==> src/rtl/spi_frame_deserializer.sv <==
// Receive side of the ADC serial link: oversamples sclk/spi_cs/mosi on clkin, rebuilds
// LSB-first words, tags them with their frame index and checks frame integrity.
module spi_frame_deserializer #(
   parameter int WORD_BITS       = 12,
   parameter int WORDS_PER_FRAME = 16,
   parameter int WIDX_W          = 5,
   parameter int SYNC_STAGES     = 2
) (
   input  logic                 clkin,
   input  logic                 rst_bar,
   input  logic                 sclk,
   input  logic                 spi_cs,
   input  logic                 mosi,
   output logic [WORD_BITS-1:0] out_data,
   output logic [WIDX_W-1:0]    out_idx,
   output logic                 out_valid,
   input  logic                 out_ready,
   output logic                 frame_done,
   output logic                 frame_err,
   output logic                 overrun,
   output logic                 busy
);

   localparam int BC_W = (WORD_BITS > 1) ? $clog2(WORD_BITS) : 1;
   localparam logic [BC_W-1:0]   BIT_LAST  = BC_W'(WORD_BITS - 1);
   localparam logic [WIDX_W-1:0] WORDS_MAX = WIDX_W'(WORDS_PER_FRAME);

   typedef enum logic {IDLE, RECV} state_t;

   // Handshake: a word transfers on any clkin edge with out_valid & out_ready both high;
   // out_data/out_idx hold while out_valid=1 and out_ready=0.
   state_t                 state;
   logic [SYNC_STAGES-1:0] sclk_sync, cs_sync, mosi_sync, settle;
   logic                   sclk_prev, cs_prev;
   logic [BC_W-1:0]        bitcnt;
   logic [WIDX_W-1:0]      wordcnt;
   logic [WORD_BITS-1:0]   shift;
   logic                   extra_seen;

   logic sclk_s, cs_s, mosi_s, sync_ok;
   logic cs_fall, cs_rise, sclk_rise;
   logic [WORD_BITS-1:0] word_next;

   assign sclk_s    = sclk_sync[SYNC_STAGES-1];
   assign cs_s      = cs_sync[SYNC_STAGES-1];
   assign mosi_s    = mosi_sync[SYNC_STAGES-1];
   assign sync_ok   = settle[SYNC_STAGES-1];
   assign cs_fall   = cs_prev & ~cs_s;
   assign cs_rise   = ~cs_prev & cs_s;
   assign sclk_rise = ~sclk_prev & sclk_s;
   assign word_next = {mosi_s, shift[WORD_BITS-2:0]};

   // The chains reset to idle levels; cs_prev only tracks cs once the chain has flushed,
   // so a frame already running at reset release never produces a falling edge.
   always_ff @(posedge clkin or negedge rst_bar) begin
      if (!rst_bar) begin
         sclk_sync <= '1;
         cs_sync   <= '1;
         mosi_sync <= '0;
         settle    <= '0;
         sclk_prev <= 1'b1;
         cs_prev   <= 1'b0;
      end else begin
         sclk_sync <= {sclk_sync[SYNC_STAGES-2:0], sclk};
         cs_sync   <= {cs_sync[SYNC_STAGES-2:0], spi_cs};
         mosi_sync <= {mosi_sync[SYNC_STAGES-2:0], mosi};
         settle    <= {settle[SYNC_STAGES-2:0], 1'b1};
         sclk_prev <= sclk_s;
         cs_prev   <= sync_ok ? cs_s : 1'b0;
      end
   end

   always_ff @(posedge clkin or negedge rst_bar) begin
      if (!rst_bar) begin
         state      <= IDLE;
         bitcnt     <= '0;
         wordcnt    <= '0;
         shift      <= '0;
         extra_seen <= 1'b0;
         out_data   <= '0;
         out_idx    <= '0;
         out_valid  <= 1'b0;
         frame_done <= 1'b0;
         frame_err  <= 1'b0;
         overrun    <= 1'b0;
         busy       <= 1'b0;
      end else begin
         frame_done <= 1'b0;
         frame_err  <= 1'b0;
         if (out_valid && out_ready)
            out_valid <= 1'b0;
         case (state)
            IDLE: begin
               if (cs_fall) begin
                  state      <= RECV;
                  busy       <= 1'b1;
                  bitcnt     <= '0;
                  wordcnt    <= '0;
                  shift      <= '0;
                  extra_seen <= 1'b0;
                  overrun    <= 1'b0;
               end
            end
            RECV: begin
               // cs_rise takes priority over a coincident sclk edge.
               if (cs_rise) begin
                  state      <= IDLE;
                  busy       <= 1'b0;
                  frame_done <= 1'b1;
                  frame_err  <= (bitcnt != '0) || (wordcnt != WORDS_MAX) || extra_seen;
                  bitcnt     <= '0;
               end else if (sclk_rise && !cs_s) begin
                  shift[bitcnt] <= mosi_s;
                  if (bitcnt == BIT_LAST) begin
                     bitcnt <= '0;
                     if (wordcnt < WORDS_MAX) begin
                        if (!out_valid || out_ready) begin
                           out_data  <= word_next;
                           out_idx   <= wordcnt;
                           out_valid <= 1'b1;
                        end else begin
                           overrun <= 1'b1;
                        end
                        wordcnt <= wordcnt + WIDX_W'(1);
                     end else begin
                        extra_seen <= 1'b1;
                     end
                  end else begin
                     bitcnt <= bitcnt + BC_W'(1);
                  end
               end
            end
            default: state <= IDLE;
         endcase
      end
   end

endmodule

==> config.mk <==
export PLATFORM = sky130hd
export DESIGN_NAME = spi_frame_deserializer
export DESIGN_NICKNAME = d
export VERILOG_FILES = /design/src/rtl/spi_frame_deserializer.sv
export SDC_FILE = /design/constraint.sdc
export NUM_CORES = 1
export LEC_CHECK = 0
export CORE_MARGIN = 2
export CORE_UTILIZATION = 60
export CTS_CLUSTER_SIZE = 40
export DETAILED_ROUTE_END_ITERATION = 8
export DONT_BUFFER_PORTS = 1
export PLACE_DENSITY = 0.76
export SLEW_MARGIN = 10
export SYNTH_ARGS = -nofsm -noshare
export SYNTH_HDL_FRONTEND = slang
export SYNTH_SLANG_ARGS = --single-unit
==> constraint.sdc <==
create_clock -name clkin -period 4.15 [get_ports clkin]
set_input_delay 0.83 -clock clkin [delete_from_list [all_inputs] [get_ports clkin]]
set_output_delay 0.83 -clock clkin [all_outputs]
set_load 0.05 [all_outputs]
==> impl_metrics.toml <==
[job]
drv_cap = 0

[placement]
post-place-cells = 233
dpl.hpwl_um = 2630
globalplace.congestion = 0.916
port-buffer-count = 0

[synth]
syn-num-nets = 205
synth_most_common_cell = "dfrtp_1"
ys.flop_type = "dfrtp_1"
ys_ff_latch = 54
synthTopCellsByCount = "49 x dfrtp_1, 21 x nand2_1, 14 x o21ai_0, 11 x a21oi_1"
synth_top_cell_area_share = 0.533
ys_top_cells_by_area = "dfrtp_1 53%, mux2_4 5.9%, dfstp_2 5.7%, mux2_2 3.4%, nand2_1 3.4%"
async_reset_ff_frac = 1.00
synth.largest_area_cell = "dfrtp_1"
synth_cell_types = 36
ys_warn_count = 0
avgSynthCellArea_um2 = 11.9
synth_area_mm2 = 0.00230
ys_seq_area_frac = 0.591
syn-instance-count = 193
synth_enable_flop_cells = 0

[timing]
finClkSkew_ns = 0.00778
finalCritPeriodShare = 0.486
tightest_slew_ns = 0.685
drv_slew = 0
rsz0062_at_grt = "no"
tns_ns = 0
fmax_ghz = 0.496
period_needed_ns = 2.02
final-hold-violation-count = 0
setup_viol = 0
max_slew_margin = 0.542

[floorplan]
io_pins = 28
core_mm2 = 0.00366
core.rowCount = 22
design.die.area_mm2 = 0.00434
start_util = 0.628
die_w_um = 65.9
die_y_um = 65.9

[cells_and_area]
stdcell_count = 241
fill_cells = 285
diodes = 0
layout-drive-gt1-share = 0.171
nets = 204
area_growth_pct = 4.25

[global_routing]
grt_pass1_wl_um = 6760
grt_max_degree = 55
grt_usage = 0.206
antenna_found_initial = 0
grt_pass1_vias = 1529
grt_remaining_overflow = 0

[setup_path]
cp.required_ns = 4.38
worstSetupStartpoint = "state"
criticalPathCategory = "register to register"
critical_path.max_fanout = 12
cp.arrival_ns = 2.25
endpoint_kind = "register"
r2r-start = "state"
cp-start-kind = "register"

[pwr]
power_density_mw_per_mm2 = 371
ir_drop_mv = 0.280
p_leak_nw = 1.23

[clocking]
cts.sinks = 54
cts_root_buf = "clkbuf_8"
postCtsSetupRepairBufs = 0
cts_tree = "done"
clk-insertion-delay-late_ns = 0.31
ctsResizeCount = 0
clk_pin_slew_ns = 0.09
cts_buffers = 5
hold_buffers = 0
cts.htree.levels = 2
clock_path_buffers = 2

[drt]
wirelength_um = 3890
drt.antenna.violating_nets = 0
first_pass_iters = 4
wl_per_cell_um = 16.1
drc_errors = 0
via_per_inst = 5.89
vias = 1419
drtIter0Drc = 87

[outcome]
status = "completed"

[min_path]
hold_path.class = "primary input to async pin"
==> worst max-delay path, cell delays in order, from the launching register on <==
cell and delay (ns):
dfrtp_1 0.45, nor3b_2 0.54, nor2_1 0.32, or4_1 0.52, o211ai_1 0.10
==> cell usage in the layout (no fill, tap or decap) <==
cell,n
a21o_1,3
a21oi_1,11
a22o_1,1
a31oi_1,1
a41oi_1,1
and2_1,2
and2_4,1
and3_1,2
and4bb_2,1
and4bb_4,1
clkbuf_1,1
clkbuf_8,6
clkinv_2,1
conb_1,1
dfrtp_1,49
dfstp_2,5
ha_1,6
inv_1,10
mux2_2,7
mux2_4,9
mux2i_1,2
nand2_1,21
nand2_4,1
nand2b_1,1
nand3_1,5
nand4_1,7
nor2_1,10
nor2b_1,5
nor3b_2,1
nor4b_1,1
o211ai_1,1
o21ai_0,14
o221ai_1,1
o31ai_1,2
or4_1,1
xor2_1,1
==> sequential cells by signal (all words and copies together) (netlist names), 2 cells and up <==
signal,flops
settle,2
shift,11
sclk_sync,2
bitcnt,4
mosi_sync,2
out_data,12
cs_sync,2
out_idx,5
wordcnt,5
==> cell type report <==
cell class                 instances  area [um^2]  area share
sequential                        54         1360       0.567
multi-input combinational        121          850       0.355
clock buffer                       7         86.3      0.0360
tap                               48         60.1      0.0251
inverter                          10         37.5      0.0157
clock inverter                     1         5.00     0.00209
==> per-stage QoR <==
step | total power [mW] | hold WS, ns | area (um^2) | utilization | setup slack (ns)
floorplan | 0.596 | 0.331 | 2300 | - | 2.27
global placement | 0.602 | 0.333 | 2300 | 0.630 | 2.25
detailed placement | 0.604 | 0.336 | 2300 | 0.630 | 2.14
CTS | 0.898 | 0.191 | 2400 | 0.654 | 2.12
global route | 0.924 | 0.185 | 2400 | 0.654 | 1.96
finish | 0.890 | 0.201 | 2400 | 0.654 | 2.13
==> where the power goes <==
group	switching [mW]	leakage, nW	total, mW	internal, mW
Combinational	0.0201	0.460	0.0319	0.0118
Clock	0.161	0.0482	0.295	0.135
Sequential	0.0229	0.722	0.562	0.539
Total	0.204	1.23	0.890	0.686
==> layer usage <==
metal | global-route usage | vias up | part of all wire | wire (um)
li1 | - | 657 | - | -
met1 | 0.258 | 708 | 0.43 | 1670
met2 | 0.328 | 47 | 0.49 | 1920
met3 | 0.0664 | 7 | 0.062 | 240
met4 | 0.0859 | 0 | 0.015 | 57
met5 | 0 | - | 0 | 0
==> final timing paths <==
path	slack (ns)	to	cells past startpoint
min in group clkin	0.35	mosi_sync[1]	0
min reg2reg	0.35	mosi_sync[1]	0
max	2.13	bitcnt[3]	4
max in group asynchronous	3.77	sclk_sync[1]	0
min	0.20	out_idx[4]	0
max reg2reg	2.13	bitcnt[3]	4
==> cells by family (layout without fill, tap and decap cells) <==
kind of cell | after synthesis | after routing | share of synthesized area
other | 1 | 1 | 0.00163
xor gates and xnor gates | 1 | 1 | 0.00381
muxes | 18 | 18 | 0.102
adders and majority gates | 6 | 6 | 0.0327
DFF | 54 | 54 | 0.591
and+or+nand+nor | 60 | 60 | 0.142
buffers and inverters | 18 | 18 | 0.0397
AOI/OAI and AO/OA | 35 | 35 | 0.0882
No activity file was read; power rests on OpenSTA's default activity.
